### config.mk
export PLATFORM = sky130hd
export DESIGN_NAME = line_raster
export DESIGN_NICKNAME = d
export VERILOG_FILES = /design/src/rtl/line_raster.sv
export SDC_FILE = /design/constraint.sdc
export NUM_CORES = 1
export LEC_CHECK = 0
export CAP_MARGIN = 20
export CORE_AREA = 2 2 87 151
export DETAILED_ROUTE_END_ITERATION = 6
export DIE_AREA = 0 0 89 153
export PLACE_DENSITY_LB_ADDON = 0.2
export SLEW_MARGIN = 20
export SYNTH_ARGS = -nofsm -noshare
export SYNTH_HDL_FRONTEND = slang
export SYNTH_SLANG_ARGS = --single-unit
### constraint.sdc
create_clock -name clk -period 5.7 [get_ports clk]
set_clock_uncertainty 0.15 [all_clocks]
set_input_delay 1.14 -clock clk [delete_from_list [all_inputs] [get_ports clk]]
set_output_delay 1.14 -clock clk [all_outputs]
set_load 0.005 [all_outputs]
### src/rtl/line_raster.sv
// line_raster: Bresenham line rasteriser driving the framebuffer pixel-write port.
// Define LINE_RASTER_CLIP_EN to suppress writes of pixels beyond XMAX/YMAX.
module line_raster #(
    parameter int XMAX = 199,
    parameter int YMAX = 149
) (
    input  logic       clk,
    input  logic       nrst,
    input  logic       cmd_valid,
    output logic       cmd_ready,
    input  logic [7:0] cmd_x0,
    input  logic [7:0] cmd_y0,
    input  logic [7:0] cmd_x1,
    input  logic [7:0] cmd_y1,
    input  logic [8:0] cmd_rgb,
    output logic       px_valid,
    input  logic       px_ready,
    output logic [7:0] px_x,
    output logic [7:0] px_y,
    output logic [2:0] px_r,
    output logic [2:0] px_g,
    output logic [2:0] px_b,
    output logic       busy,
    output logic       done
);

    typedef enum logic [1:0] {
        IDLE  = 2'd0,
        SETUP = 2'd1,
        RUN   = 2'd2,
        DONE  = 2'd3
    } state_t;

    state_t state, state_next;

    logic [7:0]         x0, y0, x1, y1;
    logic [8:0]         dx;
    logic signed [9:0]  dy, err, err_next;
    logic               sx, sy;
    logic [7:0]         x_diff, y_diff, x_next, y_next;
    logic signed [10:0] e2;
    logic               step_x, step_y, at_end, accept, step;
    logic               vis_first, vis_next;

    assign cmd_ready = (state == IDLE);

    assign x_diff = (x1 >= x0) ? (x1 - x0) : (x0 - x1);
    assign y_diff = (y1 >= y0) ? (y1 - y0) : (y0 - y1);

    // Both axis decisions are taken from the pre-step error term.
    assign e2       = {err, 1'b0};
    assign step_x   = (e2 >= $signed({dy[9], dy}));
    assign step_y   = (e2 <= $signed({2'b00, dx}));
    assign err_next = err + (step_x ? dy : 10'sd0) + (step_y ? $signed({1'b0, dx}) : 10'sd0);
    assign x_next   = step_x ? (sx ? px_x + 8'd1 : px_x - 8'd1) : px_x;
    assign y_next   = step_y ? (sy ? px_y + 8'd1 : px_y - 8'd1) : px_y;
    assign at_end   = (px_x == x1) && (px_y == y1);

`ifdef LINE_RASTER_CLIP_EN
    localparam logic [8:0] XLIM = XMAX[8:0];
    localparam logic [8:0] YLIM = YMAX[8:0];

    assign vis_first = ({1'b0, x0} <= XLIM) && ({1'b0, y0} <= YLIM);
    assign vis_next  = ({1'b0, x_next} <= XLIM) && ({1'b0, y_next} <= YLIM);
`else
    // The limits only matter when clipping is compiled in.
    logic [17:0] unused_clip_limits;
    assign unused_clip_limits = {XMAX[8:0], YMAX[8:0]};
    assign vis_first = 1'b1;
    assign vis_next  = 1'b1;
`endif

    always_ff @(posedge clk) begin
        if (!nrst) state <= IDLE;
        else       state <= state_next;
    end

    always_comb begin
        state_next = state;
        accept     = 1'b0;
        step       = 1'b0;
        case (state)
            IDLE: begin
                if (cmd_valid) begin
                    accept     = 1'b1;
                    state_next = SETUP;
                end
            end
            SETUP: state_next = RUN;
            RUN: begin
`ifdef LINE_RASTER_CLIP_EN
                // A hidden pixel is never offered downstream, so it steps at once.
                step = px_ready || !px_valid;
`else
                step = px_valid && px_ready;
`endif
                if (step && at_end) state_next = DONE;
            end
            DONE:    state_next = IDLE;
            default: state_next = IDLE;
        endcase
    end

    always_ff @(posedge clk) begin
        if (!nrst) begin
            x0       <= '0;
            y0       <= '0;
            x1       <= '0;
            y1       <= '0;
            dx       <= '0;
            dy       <= '0;
            err      <= '0;
            sx       <= 1'b0;
            sy       <= 1'b0;
            px_valid <= 1'b0;
            px_x     <= '0;
            px_y     <= '0;
            px_r     <= '0;
            px_g     <= '0;
            px_b     <= '0;
            busy     <= 1'b0;
            done     <= 1'b0;
        end else begin
            busy <= (state_next == SETUP) || (state_next == RUN);
            done <= (state_next == DONE);
            if (accept) begin
                x0                 <= cmd_x0;
                y0                 <= cmd_y0;
                x1                 <= cmd_x1;
                y1                 <= cmd_y1;
                {px_r, px_g, px_b} <= cmd_rgb;
            end
            if (state == SETUP) begin
                dx       <= {1'b0, x_diff};
                dy       <= -$signed({2'b00, y_diff});
                err      <= $signed({2'b00, x_diff}) - $signed({2'b00, y_diff});
                sx       <= (x1 > x0);
                sy       <= (y1 > y0);
                px_x     <= x0;
                px_y     <= y0;
                px_valid <= vis_first;
            end
            if (step) begin
                if (at_end) begin
                    px_valid <= 1'b0;
                end else begin
                    px_x     <= x_next;
                    px_y     <= y_next;
                    err      <= err_next;
                    px_valid <= vis_next;
                end
            end
        end
    end

endmodule
[Word-level counts from Yosys, hierarchy flattened]
Index checks and enable logic that the tools add are counted.
Word-level totals
  word-level logic and storage cells: 78
  input bits: 45
  bits in writable memories: 0
  output and inout port bits: 29
  memories kept: 0
  memory bits (read-only): 0
  bits in latches: 0
  bits in registers: 92
Cells by class
  reduce and logical (&&, ||, !) cells: 6
  multiply operators: 0
  bitwise gates (word level): 0
  div/mod/pow operators: 0
  shift-type cells: 0
  mux-type cells: 26
  $add $sub $neg: 12
  equality and inequality tests: 10
  magnitude comparators: 6
Operators with widths (number)
  8-bit two-way mux: 13
  10-bit two-way mux: 4
  8-bit subtractor: 4
  8-bit by 1-bit adder with 8-bit output, second input constant: 2
  8-bit == test: 2
  8-bit >= comparator: 2
  8-bit > comparator: 2
  8-bit by 1-bit subtractor with 8-bit output, second input constant: 2
  11-bit by 10-bit >= comparator with 1-bit output: 1
  11-bit by 9-bit <= comparator with 1-bit output: 1
  10-bit adder: 1
  10-bit by 9-bit adder with 10-bit output: 1
  8-bit negation with 10-bit output: 1
  8-bit by 8-bit subtractor with 9-bit output: 1
  2-bit == test, second input constant: 4
  2-bit one-hot mux with 4 select lines: 1
  1-bit two-way mux: 6
  3-bit inequality test, second input constant: 2
  2-bit by 1-bit == test with 1-bit output, second input constant: 2
  2-bit two-way mux: 2
  1-bit logical AND: 3
  2-bit zero test: 1
  2-bit nonzero test: 1
  1-bit logical OR: 1

[Longest topological paths before layout]
  depth in word-level cells: 7
  depth in mapped cells: 22
  mapped depth without buffers: 22

[Worst setup path before layout]
OpenSTA, ideal clock, no wires.
  path kind: register to register
  start point: register dy[1]
  end point: register err[9]
  cell stages (with the launch flop): 22
  setup time: 0.070 ns
  period minus slack after synthesis: 4.141 ns
  arrival: 3.921 ns
  slack: 1.559 ns
  buffers on the path: 0
  cell sequence: dfxtp_1 -> inv_1 -> ha_1 -> nor2b_1 -> o21a_1 -> o21a_1 -> o211ai_1 -> a21oi_1 -> nor2_1 -> nor2_1 -> fa_1 -> ha_1 -> inv_1 -> fa_1 -> nor2b_1 -> o21ai_0 -> nand2b_1 -> a21o_1 -> a21o_1 -> a31oi_1 -> xnor3_1 -> a21oi_1
On the way
  cells in the longest elaborated chain, start to end: 6
Ends and longest elaborated chain
  start: declaration: line 38  | logic signed [9:0] dy, err, err_next;
  start signal: assignment: line 135  | dy <= -$signed({2'b00, y_diff});
  11-bit by 10-bit >= comparator with 1-bit output: line 52  | assign step_x = (e2 >= $signed({dy[9], dy}));
  10-bit two-way mux *: line 54  | assign err_next = err + (step_x ? dy : 10'sd0) + (step_y ? $signed({1'b0, dx}) : 10'sd0);
  10-bit adder *: line 54
  10-bit by 9-bit adder with 10-bit output *: line 54
  10-bit two-way mux *: line 144  | if (at_end) begin
  10-bit two-way mux *: line 143  | if (step) begin
  end signal: assignment: line 136  | err <= $signed({2'b00, x_diff}) - $signed({2'b00, y_diff});
  end signal: assignment: line 149  | err <= err_next;
  end: declaration: line 38
Every way passes the cells marked *; elsewhere a longest branch is shown, timed or not.
A chain may end at the register's enable or synchronous reset.

[Worst setup path in the final report]
  start point: register err[1]
  end point: register err[9]
On the way
  cells in the longest elaborated chain, start to end: 6
  elaborated cells between the ends (all ways): 8
Ends and longest elaborated chain (line)
  11-bit by 10-bit >= comparator with 1-bit output: 52
  10-bit two-way mux: 54
  10-bit adder: 54
  10-bit by 9-bit adder with 10-bit output *: 54
  10-bit two-way mux *: 144
  10-bit two-way mux *: 143
Marks and branches as above.

==> impl_results.md <==
* RSZ-0062 raised after global routing: no
* CTS tree: done
* Synth area leader: dfxtp_1
* RR Endpoint: err[9]
* HPWL Detailed at 14700 µm
* Clk root buf: clkbuf_16
* Fin crit period at 4.75 ns
* Sequential share of power at 24.5%
* Fin. Hold Viols at 0
* Placed Area at 0.00794 mm²
* Gate Count Post-Synth at 879
* Hold Startpoint: px_g[1]
* Power, Total at 3.45 mW
* Outcome: complete, no violations
* Synth-to-Final Area Change at 16.6%
* Top-count cell post-synth: nand2_1
* DRC viols at 0
* Initial DRC count at 263
* # H-tree levels at 3
* Worst hold stages at 2
* DRT antenna net count at 0
* Row count at 54
* Synthesized area at 0.00706 mm²
* Crit path arrival time at 4.87 ns
* Reg-to-reg critical path startpoint: err[1]
* Clk pin slew, worst setup/hold paths at 0.07 ns
* Top FF cell, synth: dfxtp_1
* P_sw at 1.53 mW
* # hold bufs at CTS at 0
* Count of pins over their slew limit at 0
* Final period util at 83.4%
* Busiest layer in global routing: met2
* Fraction of layout instances using a drive strength above 1 at 5.74%
* Max Cap Viol at 0
* Avg Inst Size Synth at 8.03 µm²
* Internal Power at 1.92 mW
* Leakage at 3.46 nW
* Post-synth cell types at 67
* Core area at 0.0124 mm²
* Die width at 89 µm
* Die height at 153 µm
* Fill cells at 1137
* Largest net degree at the start of global routing at 48
* EDFF count, synth at 0
* Ys Warns at 0
* Overall routed net length at 18900 µm
* Sw frac at 44.4%
* Final Setup Violations at 0
* CP Capture Type: flip-flop
* FF-to-FF setup slack at 0.95 ns
* ANT cells at 0
* Req. time, crit path at 5.82 ns
* Slew HR at 41.6%
* GRT overflow at 0
* Drt first pass iters at 4
* R2r worst-path depth at 19
* Worst-margin pin slew at 0.876 ns
* Clk sinks at 92
* Top Ports at 74
* Grt met1 use at 32.3%
* Number of global-route vias before repair at 6432
* Via Count at 6327
* Async set or reset register ratio after synthesis at 0%
* First-pass GRT wire length at 30900 µm
* Nets at 1078
* WS Path Type: flip-flop to flip-flop
* Place WS at 0.972 ns
* Setup TNS at 0 ns
* Combinational cell fraction of total power at 57.9%
* Grt met3 use at 3.62%
* Setup ws final at 0.946 ns
* #FFs+latches synth at 92
* Routability cong. at 0.959
* Clock power frac at 17.6%
* Worst-path maximum fanout at 12
* CP Launch Type: flip-flop
* IR Drop Worst-Case VDD at 0.225 mV
* Synth area leaders: dfxtp_1 (26%), ha_1 (14%), nand2_1 (7.3%), a21oi_1 (7.2%), fa_1 (4.5%)
* Cell area after layout at 0.00824 mm²
* All-Layer GR Usage at 28.9%
* PD cells at 419 mW/mm²
* GR Util met2 at 51.0%
* PortBufs at 73
* Clock latency on the worst-skew pair at 0.34 ns
* Seq/Total Area, Yosys at 26.1%
* Setup Buffers After CTS at 0
* WL/cell at 17.0 µm
* Clock Tree Buf Depth at 2
* Net Count, Synth at 1021
* Initial core utilization at 56.8%
* Hold Path End: px_g[1]
* Max Freq at 0.210 GHz
* DIE AREA at 0.0136 mm²
* Number of buffers created by CTS at 9
* Share of the synthesized area in the top cell type at 26.1%
* HP Class: flip-flop to flip-flop
* Core Util, Final at 66.2%
* Via/cell ratio at 5.71
* Post-cts gate resize count at 0
* Post-synth top cells: nand2_1 (137), a21oi_1 (101), dfxtp_1 (92), ha_1 (81), inv_1 (80)
* Antenna violations before repair at 0
==> flip-flops by register name, summed over array words and instances (netlist names) <==
name      count
px_b          3
y0            8
px_y          8
dy           10
x1            8
px_g          3
px_x          8
done          1
busy          1
x0            8
y1            8
px_valid      1
state         2
px_r          3
err          10
sy            1
sx            1
dx            8
==> per-stage QoR <==
step | hold WS, ns | instances
floorplan | 0.286 | 879
global placement | 0.291 | 1093
detailed placement | 0.298 | 1093
CTS | 0.308 | 1109
global route | 0.325 | 1109
finish | 0.307 | 1109
==> worst max-delay path, stage by stage, from the launching register on <==
cell      delay [ns]
dfxtp_1         0.43
ha_1            0.29
a21o_1          0.16
a21o_1          0.17
a21oi_1         0.13
o21ai_0         0.11
a21oi_1         0.69
and2_1          0.25
fa_1            0.42
ha_1            0.22
inv_1           0.07
fa_1            0.18
nor2b_1         0.06
o21ai_0         0.16
nand2b_1        0.13
a21o_1          0.19
a21o_1          0.19
a31oi_1         0.21
xnor3_1         0.33
a21oi_1         0.14
==> cells by family (layout without fill, tap and decap cells) <==
kind of cell / Yosys count / count (layout) / synth area share (%)
AO/OA/AOI/OAI: 224 / 224 / 20.5
XOR/XNOR: 52 / 52 / 6.64
adder cells (fa/ha/maj): 97 / 97 / 18.9
buffers and inverters: 118 / 180 / 6.36
flip-flops: 92 / 92 / 26.1
multiplexers: 28 / 28 / 4.27
AND/OR/NAND/NOR: 268 / 268 / 17.3
==> cells in the final DEF (no fill, tap or decap), types with 3 or more instances in the layout <==
| cell type | n |
|---|---|
| nand3_1 | 11 |
| nand2b_1 | 3 |
| nand4_1 | 5 |
| nor2_1 | 50 |
| and2_1 | 12 |
| nor2b_1 | 10 |
| a21oi_1 | 101 |
| a21o_1 | 16 |
| o221ai_1 | 3 |
| dfxtp_1 | 92 |
| o311ai_0 | 3 |
| a211o_1 | 8 |
| inv_1 | 79 |
| xnor2_1 | 22 |
| o21a_1 | 7 |
| xor2_1 | 29 |
| clkdlybuf4s50_1 | 73 |
| o221a_2 | 4 |
| mux2i_1 | 20 |
| a211oi_1 | 16 |
| clkbuf_16 | 9 |
| or2_2 | 4 |
| a31oi_1 | 7 |
| nor4_1 | 5 |
| and3_1 | 3 |
| nor3_1 | 11 |
| ha_1 | 80 |
| o21ai_0 | 19 |
| o21bai_1 | 7 |
| or3_1 | 3 |
| nor4b_1 | 3 |
| nand2_1 | 137 |
| buf_4 | 10 |
| o211ai_1 | 7 |
| fa_1 | 16 |
| mux2_2 | 7 |
==> worst max-delay path by stage <==
stage          endpoint  slack (ns)   start  cells after the start
6_report         err[9]        0.95  err[1]                     19
5_1_grt          err[9]        0.61   dy[1]                     21
4_1_cts          err[9]        0.95   dy[1]                     21
2_1_floorplan    err[9]        1.56   dy[1]                     21
3_5_place_dp     err[9]        0.97   dy[1]                     21
3_3_place_gp     err[9]        1.09   dy[1]                     21
==> power by group through the flow <==
stage          clock network [mW]  logic (mW)  registers (mW)
2_1_floorplan                   0        1.48           0.826
3_3_place_gp                    0        1.94           0.856
3_5_place_dp                    0        1.96           0.858
4_1_cts                     0.616        1.98           0.844
5_1_grt                     0.642        2.21           0.858
6_report                    0.607        2.00           0.845
==> final cells by class <==
type | count | area [µm²] | share of cell area, %
clock buffers | 10 | 229 | 2.78
repair buffers | 83 | 806 | 9.78
flip-flops and latches | 92 | 1840 | 22.4
clock inverters | 6 | 71.3 | 0.866
well taps | 168 | 210 | 2.55
multi-input cells | 669 | 4770 | 58.0
inverters | 81 | 304 | 3.69
==> metal layers <==
metal  wire [µm]  up-vias  part of all wire [%]
li1            -     3147                     -
met1        7040     2949                    37
met2        9960      176                    53
met3         832       55                   4.4
met4        1040        0                   5.5
met5           0        -                     0
Power figures use the tool's default switching activity.
==> edit 1 (same flow settings) <==
Re-encode `state_t` (4 states) as one-hot, 4 bits wide.
--- a/src/rtl/line_raster.sv
+++ b/src/rtl/line_raster.sv
@@ -25,9 +25,9 @@
 );
 
-    typedef enum logic [1:0] {
-        IDLE  = 2'd0,
-        SETUP = 2'd1,
-        RUN   = 2'd2,
-        DONE  = 2'd3
+    typedef enum logic [3:0] {
+        IDLE  = 4'b0001,
+        SETUP = 4'b0010,
+        RUN   = 4'b0100,
+        DONE  = 4'b1000
     } state_t;
 
Behaviour: no difference found for any inputs over 4 cycles, from zero or initial values and one cycle with nrst low; so few cycles prove little.
==> edit 1 against the unedited design <==
- worst setup slack gained 0.22 ns
- via count shrank 2.1%
- first-iteration DRC count grew 25%
- routed wire length shrank 7.6%
- cell area shrank 1.3%
- area after synthesis shrank 1.2%
- sequential cell count grew 2
- critical endpoint unchanged
Power is not compared: it rests on default switching activity, and its combinational part moved more than twofold at a synthesized area within 25%.
==> edit 1: results (changes against the unedited design) <==
setup_path:
  critPathMaxFanout: 12  # unchanged
  ff2ff_setup_slack_ns: 1.17  # was 0.95 ns
  cpLargestDelayFamily: "adder cells"  # was compound AO/OA/AOI/OAI gates
  reg2reg_depth: 22  # was 19
  slowest_delay_ns: 0.51  # was 0.69 ns
  r2r-end: "err[9]"  # unchanged
  cp.arrival_ns: 4.63  # was 4.87 ns
  cp_slowest_cell: "fa_1"  # was a21oi_1
  timing.rr.start: "dy[1]"  # was err[1]
global_routing:
  grt_pass1_vias: 6172  # was 6432
  use_met1_pct: 33.0  # was 32.3%
  grt_pass1_wl_um: 29200  # was 30900 um
  use_met2_pct: 46.4  # was 51.0%
  grtUsageMet3_pct: 3.19  # was 3.62%
  grt_max_degree: 52  # was 48
  antenna_found_initial: 0  # unchanged
  grt_use_total_pct: 26.9  # was 28.9%
cts:
  worstSkewPairLatency_ns: 0.35
  htree_levels: 3  # unchanged
  cts_setup_buffers: 0  # unchanged
  cts_buffers: 9  # unchanged
  root_buffer: "clkbuf_16"  # unchanged
  clock_path_buffers: 2  # unchanged
  path_clk_slew_ns: 0.07  # about the same
  cts_resized: 0  # unchanged
power_and_ir_drop:
  vdd_drop_max_mv: 0.202
  p_leak_nw: 3.36
  p_int_mw: 1.37
placement:
  placed_cells: 1092  # was 1093
  placed_area_um2: 7850  # was 7940 um2
  numPortBuffers: 73  # unchanged
  place_congestion: 0.894  # was 0.959
  hpwl_um: 13400  # was 14700 um
cells_and_area:
  drive_gt1_share_pct: 4.68  # was 5.74%
  top_regs: "dy: 10 flops, err: 10 flops"  # unchanged
  diodes: 0  # unchanged
  fill_cells: 1150  # was 1137
yosys:
  yosysUniqueCellTypes: 72  # was 67
  synth-async-reset-ratio_pct: 0  # unchanged
  yosys-top-cells-count: "nand2_1, a21oi_1, dfxtp_1"  # unchanged
  synthesis.nets: 1016  # was 1021
  synth.area.top_cells: "dfxtp_1, ha_1, nand2_1"  # unchanged
  ys_warn_count: 0  # unchanged
  ys_seq_area_share_pct: 27.0  # was 26.1%
  synthCells: 878  # was 879
min_path:
  min-delay-start: "px_g[0]"  # was px_g[1]
  hold_class: "flip-flop to flip-flop"  # unchanged
  min_to: "px_g[0]"  # was px_g[1]
  min_path_cells: 2  # unchanged
status:
  outcome: "complete, no violations"  # unchanged
drt:
  initialDrtViolationCount: 328  # was 263
  wirelength_um: 17400  # was 18900 um
  wl_per_cell_um: 15.7  # was 17.0 um
  first_pass_iters: 4  # unchanged
  viasPerCell: 5.59  # was 5.71
timing:
  hold-worst-slack_ns: 0.303  # was 0.307 ns
  slew_headroom_pct: 48.8  # was 41.6%
edit 1: cell count changes in the layout (fill, tap and decap cells not counted), moves of 5 or more:
cell	before	now
a211o_1	8	2
a31oi_1	7	12
nor2_1	50	60
mux2i_1	20	12
nand2_1	137	143
edit 1: worst min-delay path: stages, from the launching register on:
cell and delay [ns]:
dfxtp_1 0.31, nand2_1 0.05, a21oi_1 0.05
edit 1: cell families after synthesis:
group | synth area share, %
compound gates | 20.5
xor+xnor | 6.81
fa+ha+maj | 18.4
buf+inv | 6.51
flops | 27.0
mux | 3.01
simple gates | 17.8
edit 1: how the worst max path moves through the flow:
stage / start / to / depth (start not counted)
global route: dy[1] / err[9] / 22
CTS: dy[1] / err[9] / 22
detailed placement: dy[1] / err[9] / 22
global placement: dy[1] / err[9] / 22
finish: dy[1] / err[9] / 22
floorplan: dy[1] / err[9] / 22
edit 1: metrics by stage:
stage	util [%]	worst slack [ns]	power [mW]
after global placement	63.1	1.28	1.62
after detailed placement	63.1	1.18	1.64
final	65.4	1.17	2.22
after floorplan	-	1.40	1.40
after global routing	65.4	0.887	2.35
after CTS	65.4	1.17	2.21
edit 1: area by class of cell:
cell class,instances,area [um2],area share (%)
Clock buffer,11,243,2.99
Clock inverter,5,35.0,0.431
Tap cell,168,210,2.59
Multi-Input combinational cell,666,4650,57.2
Inverter,81,304,3.74
Sequential cell,94,1880,23.2
Timing Repair Buffer,83,806,9.91
edit 1: per-layer routing:
layer | wire length (um) | share of wire (%)
met1 | 7210 | 41
met3 | 537 | 3.1
met5 | 0 | 0
met4 | 560 | 3.2
met2 | 9130 | 52
edit 1: power groups by stage:
stage,Clock [mW],Sequential [mW],Combinational (mW)
final,0.572,0.723,0.922
after floorplan,0,0.728,0.667
after global routing,0.604,0.727,1.02
after global placement,0,0.736,0.889
after CTS,0.578,0.722,0.912
after detailed placement,0,0.737,0.899
==> edit 2 (config.mk and constraints unchanged) <==
Made on the original files. Add a define of `LINE_RASTER_CLIP_EN`.
--- a/src/rtl/line_raster.sv
+++ b/src/rtl/line_raster.sv
@@ -1,4 +1,6 @@
 // line_raster: Bresenham line rasteriser driving the framebuffer pixel-write port.
 // Define LINE_RASTER_CLIP_EN to suppress writes of pixels beyond XMAX/YMAX.
+`define LINE_RASTER_CLIP_EN
+
 module line_raster #(
     parameter int XMAX = 199,
Behaviour: not the same (Yosys sat finds a counterexample within 4 cycles, from zero or initial values and one cycle with nrst low).
==> edit 2 against the unedited design <==
- first-iteration DRC count up 7.2%
- area after synthesis up 4.3%
- cell area up 3.0%
- worst setup slack worse by 0.14 ns
- global-route usage down 0.15 points
- highest routed layer unchanged
- hold slack better by 0.010 ns
- final cell count up 0.45%
- count of clock-buffer cells in the layout down 1
- sequential cell count unchanged
- routed wire length about the same
Power is not compared: it rests on default switching activity, and its combinational part moved more than twofold at a synthesized area within 25%.
==> edit 2: results (changes against the unedited design) <==
global_routing:
  grt_use_total_pct: 28.8  # was 28.9%
  use_met1_pct: 31.0  # was 32.3%
  grtUsageMet3_pct: 3.73  # was 3.62%
  antenna_found_initial: 0  # unchanged
  grt_pass1_wl_um: 31000  # was 30900 um
  grt_max_degree: 45  # was 48
  use_met2_pct: 52.9  # was 51.0%
  grt_pass1_vias: 6594  # was 6432
cells_and_area:
  drive_gt1_share_pct: 6.24  # was 5.74%
  diodes: 0  # unchanged
  fin_nets: 1083  # was 1078
  fin_util_pct: 68.2  # was 66.2%
  fill_cells: 1120  # was 1137
placement:
  place_congestion: 0.937  # was 0.959
  placed_area_um2: 8190  # was 7940 um2
  dp_slack_ns: 0.808  # was 0.972 ns
  hpwl_um: 14900  # was 14700 um
  numPortBuffers: 73  # unchanged
cts:
  clock_path_buffers: 2  # unchanged
  cts_setup_buffers: 0  # unchanged
  root_buffer: "clkbuf_16"  # unchanged
  path_clk_slew_ns: 0.07  # about the same
  cts_buffers: 9  # unchanged
drt:
  met1_length_um: 7070  # was 7040 um
  vias: 6363  # was 6327
  dr_wl_met2_um: 10200  # was 9960 um
  dr_wl_met3_um: 655  # was 832 um
  initialDrtViolationCount: 282  # was 263
  wl_per_cell_um: 17.0  # about the same
yosys:
  yosysUniqueCellTypes: 77  # was 67
  synth.area.top_cells: "dfxtp_1, ha_1, nand2_1"  # unchanged
  yosys-top-cells-count: "nand2_1, dfxtp_1, inv_1"  # was nand2_1, a21oi_1, dfxtp_1
  ys_warn_count: 0  # unchanged
  synthesis.nets: 1027  # was 1021
  ys_seq_area_share_pct: 25.0  # was 26.1%
power_and_ir_drop:
  vdd_drop_max_mv: 0.368
  p_leak_nw: 3.68
setup_path:
  slowest_delay_ns: 0.51  # was 0.69 ns
  critPathMaxFanout: 19  # was 12
  critPathLaunch: "err[7]"  # was err[1]
  cpLargestDelayFamily: "compound AO/OA/AOI/OAI gates"  # unchanged
  cp.arrival_ns: 4.98  # was 4.87 ns
  cp_slowest_cell: "fa_1"  # was a21oi_1
status:
  outcome: "complete, no violations"  # unchanged
min_path:
  min-delay-start: "px_r[0]"  # was px_g[1]
timing:
  slew_headroom_pct: 52.1  # was 41.6%
[edit 2: cell types whose count changed after synthesis, moves of 9 or more]
cell	change
a21oi_1	-65
a21boi_0	+44
o21ai_0	+20
nand2_1	-17
and2_1	+15
a211oi_1	-11
nor2_1	-10
o211a_1	+9
[edit 2: worst paths after layout]
path / endpoint / slack (ns) / depth (start not counted)
worst max-delay path: err[9] / 0.80 / 20
worst min-delay path: px_r[0] / 0.32 / 2
worst max register to register: err[9] / 0.80 / 20
worst min register to register: px_r[0] / 0.32 / 2
[edit 2: cells by family after synthesis]
family / Yosys count / share of synthesized area (%)
compound gates: 221 / 21.4
xor+xnor: 57 / 6.88
fa+ha+maj: 97 / 18.1
buf+inv: 121 / 6.81
flops: 92 / 25.0
mux: 29 / 4.13
simple gates: 268 / 17.7
[edit 2: final cells by class]
type | count | share of cell area (%)
Sequential cell | 92 | 21.7
Tap cell | 168 | 2.48
Timing Repair Buffer | 82 | 9.35
Multi-Input combinational cell | 672 | 59.3
Clock buffer | 9 | 2.65
Inverter | 84 | 3.72
Clock inverter | 7 | 0.841
[edit 2: power groups by stage]
stage | Combinational (mW) | Clock [mW] | Sequential [mW]
global route | 4.59 | 0.631 | 1.08
finish | 4.15 | 0.594 | 1.06
floorplan | 3.13 | 0 | 0.995
detailed placement | 4.12 | 0 | 1.07
CTS | 4.14 | 0.603 | 1.06
global placement | 4.06 | 0 | 1.06
[edit 2: per-stage QoR]
stage                     cells  hold WS [ns]
final                      1114         0.318
after global routing       1114         0.349
after CTS                  1114         0.321
after detailed placement   1098         0.311
after global placement     1098         0.300
after floorplan             885         0.306
